===== config.mk =====
export PLATFORM = sky130hd
export DESIGN_NAME = rx_word_sync_ctrl
export DESIGN_NICKNAME = d
export VERILOG_FILES = /design/src/rtl/rx_word_sync_ctrl.sv
export SDC_FILE = /design/constraint.sdc
export NUM_CORES = 1
export LEC_CHECK = 0
export CAP_MARGIN = 5
export CORE_MARGIN = 1.5
export CORE_UTILIZATION = 45
export DETAILED_ROUTE_END_ITERATION = 12
export DONT_BUFFER_PORTS = 1
export MAX_ROUTING_LAYER = met4
export PLACE_DENSITY_LB_ADDON = 0.05
export SLEW_MARGIN = 20
export SYNTH_ARGS = -nofsm -noshare
export SYNTH_HDL_FRONTEND = slang
export SYNTH_SLANG_ARGS = --single-unit

===== constraint.sdc =====
create_clock -name BitCLK_10 -period 5.79 [get_ports BitCLK_10]
set_input_delay 0.579 -clock BitCLK_10 [delete_from_list [all_inputs] [get_ports BitCLK_10]]
set_output_delay 0.579 -clock BitCLK_10 [all_outputs]
set_load 0.005 [all_outputs]

===== src/rtl/rx_word_sync_ctrl.sv =====
// RX word-boundary hunt, comma/error sync FSM and invalid code-group counter
// sitting between the deserializer and the 8b/10b decoder.
module rx_word_sync_ctrl #(
  parameter int unsigned SLIP_WAIT       = 20,
  parameter int unsigned SLIP_SETTLE     = 4,
  parameter int unsigned GOOD_TO_RECOVER = 4,
  parameter int unsigned ERR_CNT_W       = 16
) (
  input  logic                 BitCLK_10,
  input  logic                 Reset,
  input  logic [9:0]           RxParallel_10,
  input  logic                 Decode_Error,
  input  logic                 Disparity_Error,
  input  logic                 Err_Clear,
  output logic                 Bit_Slip,
  output logic                 Sync_Acquired,
  output logic [2:0]           Link_State,
  output logic [ERR_CNT_W-1:0] Err_Count
);

  localparam int GapW    = $clog2(SLIP_WAIT + 2);
  localparam int SettleW = $clog2(SLIP_SETTLE + 2);
  localparam int GoodW   = $clog2(GOOD_TO_RECOVER + 2);

  localparam logic [GapW-1:0]    GapLast    = GapW'(SLIP_WAIT - 1);
  localparam logic [SettleW-1:0] SettleInit = SettleW'(SLIP_SETTLE);
  localparam logic [GoodW-1:0]   GoodLast   = GoodW'(GOOD_TO_RECOVER - 1);

  localparam logic [9:0] CommaNeg = 10'b0011111010;
  localparam logic [9:0] CommaPos = 10'b1100000101;

  typedef enum logic [2:0] {
    StLos  = 3'd0,
    StDet1 = 3'd1,
    StDet2 = 3'd2,
    StSync = 3'd3,
    StErr1 = 3'd4,
    StErr2 = 3'd5,
    StErr3 = 3'd6
  } state_e;

  state_e                 state_q, state_d;
  logic [GapW-1:0]        gap_q, gap_d;
  logic [SettleW-1:0]     settle_q, settle_d;
  logic [GoodW-1:0]       good_q, good_d;
  logic                   slip_q, slip_d;
  logic [ERR_CNT_W-1:0]   err_cnt_q, err_cnt_d;

  logic invalid, valid_comma, in_sync;

  assign invalid     = Decode_Error | Disparity_Error;
  assign valid_comma = ((RxParallel_10 == CommaNeg) || (RxParallel_10 == CommaPos)) && !invalid;
  assign in_sync     = (state_q == StSync) || (state_q == StErr1) ||
                       (state_q == StErr2) || (state_q == StErr3);

  always_ff @(posedge BitCLK_10 or posedge Reset) begin
    if (Reset) begin
      state_q   <= StLos;
      gap_q     <= '0;
      settle_q  <= '0;
      good_q    <= '0;
      slip_q    <= 1'b0;
      err_cnt_q <= '0;
    end else begin
      state_q   <= state_d;
      gap_q     <= gap_d;
      settle_q  <= settle_d;
      good_q    <= good_d;
      slip_q    <= slip_d;
      err_cnt_q <= err_cnt_d;
    end
  end

  always_comb begin
    state_d   = state_q;
    gap_d     = gap_q;
    settle_d  = settle_q;
    good_d    = good_q;
    slip_d    = 1'b0;
    err_cnt_d = err_cnt_q;

    unique case (state_q)
      StLos: begin
        // Words arriving while the deserializer realigns carry no information.
        if (settle_q != '0) begin
          settle_d = settle_q - 1'b1;
        end else if (valid_comma) begin
          state_d = StDet1;
          gap_d   = '0;
        end else if (gap_q == GapLast) begin
          slip_d   = 1'b1;
          gap_d    = '0;
          settle_d = SettleInit;
        end else begin
          gap_d = gap_q + 1'b1;
        end
      end
      StDet1, StDet2: begin
        if (invalid) begin
          state_d = StLos;
          gap_d   = '0;
        end else if (valid_comma) begin
          state_d = (state_q == StDet1) ? StDet2 : StSync;
          gap_d   = '0;
        end else if (gap_q == GapLast) begin
          state_d = StLos;
          gap_d   = '0;
        end else begin
          gap_d = gap_q + 1'b1;
        end
      end
      StSync: begin
        if (invalid) begin
          state_d = StErr1;
          good_d  = '0;
        end
      end
      StErr1, StErr2, StErr3: begin
        if (invalid) begin
          state_d = (state_q == StErr3) ? StLos : state_e'(state_q + 3'd1);
          good_d  = '0;
        end else if (good_q == GoodLast) begin
          // Encoding places SYNC directly below ERR_1, so stepping down is a decrement.
          state_d = state_e'(state_q - 3'd1);
          good_d  = '0;
        end else begin
          good_d = good_q + 1'b1;
        end
      end
      default: begin
        state_d = StLos;
        gap_d   = '0;
        good_d  = '0;
      end
    endcase

    if (Err_Clear) begin
      err_cnt_d = (invalid && in_sync) ? ERR_CNT_W'(1) : '0;
    end else if (invalid && in_sync && (err_cnt_q != '1)) begin
      err_cnt_d = err_cnt_q + 1'b1;
    end
  end

  assign Bit_Slip      = slip_q;
  assign Sync_Acquired = in_sync;
  assign Link_State    = state_q;
  assign Err_Count     = err_cnt_q;

endmodule


==> out/qor.csv <==
stage;metric;value;unit
logic_synthesis;seq_area_frac_synth;38.0;%
detailed_routing;wl_met2;2010;µm
floorplan;fp.coreArea;4350;µm²
global_routing;overflow;0;
timing;slew_violations;0;
detailed_routing;first_pass_iters;4;
logic_synthesis;ys_ff_latch;31;
placed_design;placed_cells;266;
timing;max-slew-margin-rel;31.7;%
finish;final_common_cell;dfrtp_1;
timing;period_share;43.0;%
finish;antenna_cells;0;
placed_design;place_hpwl;3170;µm
logic_synthesis;yosys.area.top_type;dfrtp_1;
clocking;cts_resized;0;
detailed_routing;top_layer;met4;
worst_hold_path;hp-class;in2async;
logic_synthesis;synth.net_count;247;
detailed_routing;finalWirelength;4400;µm
logic_synthesis;async_flop_share;100;%
worst_setup_path;path_max_fanout;14;
logic_synthesis;avgSynthCellArea;9.19;µm²
detailed_routing;via_per_inst;6.16;
pwr;power.leakage;0.000864;µW
finish;final_cell_mix;dfrtp_1, nor2_1, inv_1, nand2_1, a21oi_1;
floorplan;placementRows;24;
floorplan;initial_utilization;46.8;%
detailed_routing;drt-met1-wl;2110;µm
logic_synthesis;yosysTopAreaCellShare;38.0;%
timing;setup_violations;0;
global_routing;grt_antenna_before_repair;0;
timing;tightest_slew;1020;ps
timing;fmax;0.402;GHz
logic_synthesis;synthCells;222;
global_routing;grt_usage;19.5;%
clocking;clkSinkCount;31;
clocking;postCtsHoldBufs;0;
logic_synthesis;yosysUniqueCellTypes;57;
run;max_cap_viol_count;0;
clocking;root_buffer;clkbuf_8;
floorplan;io_pins;36;
worst_setup_path;worstPathArrival;2660;ps
worst_setup_path;end_kind;flop;
detailed_routing;drc;0;
placed_design;place_congestion;0.839;
floorplan;die_h;70.3;µm
detailed_routing;ant_nets;0;
timing;hold_viol;0;
pwr;max-vdd-ir-drop;226;µV
logic_synthesis;synthFlopType;dfrtp_1;
status;status;completed;
logic_synthesis;synth_edf_count;0;
clocking;tritoncts;done;
detailed_routing;drt_first_iter_violations;128;
worst_setup_path;worstRegToRegCells;7;
timing;clock_skew;6.78;ps
clocking;htreeDepth;2;
worst_setup_path;cp.required;5960;ps
worst_setup_path;crit_type;reg2reg;
clocking;clk_latency;280;ps
floorplan;die_area;4940;µm²
finish;final_cell_count_no_fill;274;
logic_synthesis;ys_top_cells_by_area;dfrtp_1, ha_1, nor2_1;
finish;final_nets;246;
detailed_routing;wire_per_inst;16.1;µm
worst_setup_path;cp-start-kind;flop;
global_routing;grt_pass1_wl;7650;µm
floorplan;die-width;70.3;µm
clocking;path_clk_slew;70;ps
global_routing;grt_pass1_vias;1609;
placed_design;port_buffers;0;
finish;post_route_cells_drive_above_1_share;9.91;%
finish;area_growth;4.91;%
detailed_routing;via_count;1687;
timing;period_needed;2490;ps
clocking;postCtsSetupBuffers;0;
clocking;clockBufferDepth;2;
timing;timing.setup.tns;0;ps
detailed_routing;wl_met3;218;µm
clocking;cts_buffers;5;
pwr;p_per_area;376;nW/µm²
logic_synthesis;syn_area;2040;µm²
timing;rsz0062_at_grt;no;
global_routing;grt_max_degree;32;
finish;postLayoutCoreUtil;49.1;%
logic_synthesis;synth_warnings;0;
==> layout make-up <==
cell class,instances,area [µm²]
clock buffer,7,76.3
clock inverter,1,5.00
fill,408,2210
inverter,14,52.6
multi-input combinational,168,1160
sequential,31,776
tap,52,65.1
timing repair buffer,1,7.51
==> final timing paths <==
| check | start | end | slack (ps) |
|---|---|---|---|
| min in group BitCLK_10 | Err_Clear | Err_Count[10] | 350 |
| hold reg to reg | good_q[2] | good_q[2] | 500 |
| hold / removal | Reset | Err_Count[15] | 270 |
| setup / recovery | Link_State[0] | Err_Count[11] | 3300 |
| setup reg to reg | Link_State[0] | Err_Count[11] | 3300 |
| max in group asynchronous | Reset | good_q[2] | 5230 |
==> synthesized netlist by cell type (3+ instances only) <==
master	number
nor4_1	5
nand3b_1	3
xnor2_1	10
ha_1	10
inv_1	14
nand4_1	9
or3_1	3
o2bb2ai_1	3
a21oi_1	13
or2_2	3
nor2_1	24
o21ai_0	8
buf_2	4
nand3_1	5
and2_1	3
nor3_1	5
or4_1	3
dfrtp_1	31
nand2_1	14
a211oi_1	3
==> power by group <==
group | total [µW] | switching (µW) | internal, µW
combinational | 353 | 216 | 136
clock | 163 | 78.4 | 84.2
sequential | 288 | 37.7 | 251
==> cell families after synthesis <==
group                    share of synthesized area [%]
XOR/XNOR                                          4.29
AND/OR/NAND/NOR                                   23.9
AO/OA/AOI/OAI                                     19.8
buffers and inverters                             5.21
multiplexers                                      2.64
flip-flops                                        38.0
adder cells (fa/ha/maj)                           6.13
==> sequential cells by signal, indices dropped and copies added, names as in the netlist <==
register    flops
Link_State      3
Bit_Slip        1
good_q          3
Err_Count      16
settle_q        3
gap_q           5
==> through the flow <==
stage / hold WS (ps) / cell area (µm²) / setup slack (ps) / power, µW
floorplan: 467 / 2040 / 3630 / 569
global placement: 486 / 2060 / 3400 / 627
detailed placement: 496 / 2060 / 3320 / 640
CTS: 278 / 2140 / 3310 / 809
global route: 308 / 2140 / 3100 / 874
finish: 269 / 2140 / 3300 / 804
==> per-layer routing <==
layer,global-route usage (%),vias up
met5,-,-
met4,7.48,0
met3,4.33,7
met2,28.2,38
met1,26.7,827
li1,-,815
==> worst max-delay path, cell delays in order, from the launching register on <==
cell and delay, ps:
dfrtp_1 440, inv_1 110, ha_1 260, o31a_1 390
o21ai_2 560, a211oi_4 120, nand4_1 160, mux2_1 320
No activity file was read; power rests on OpenSTA's default activity.
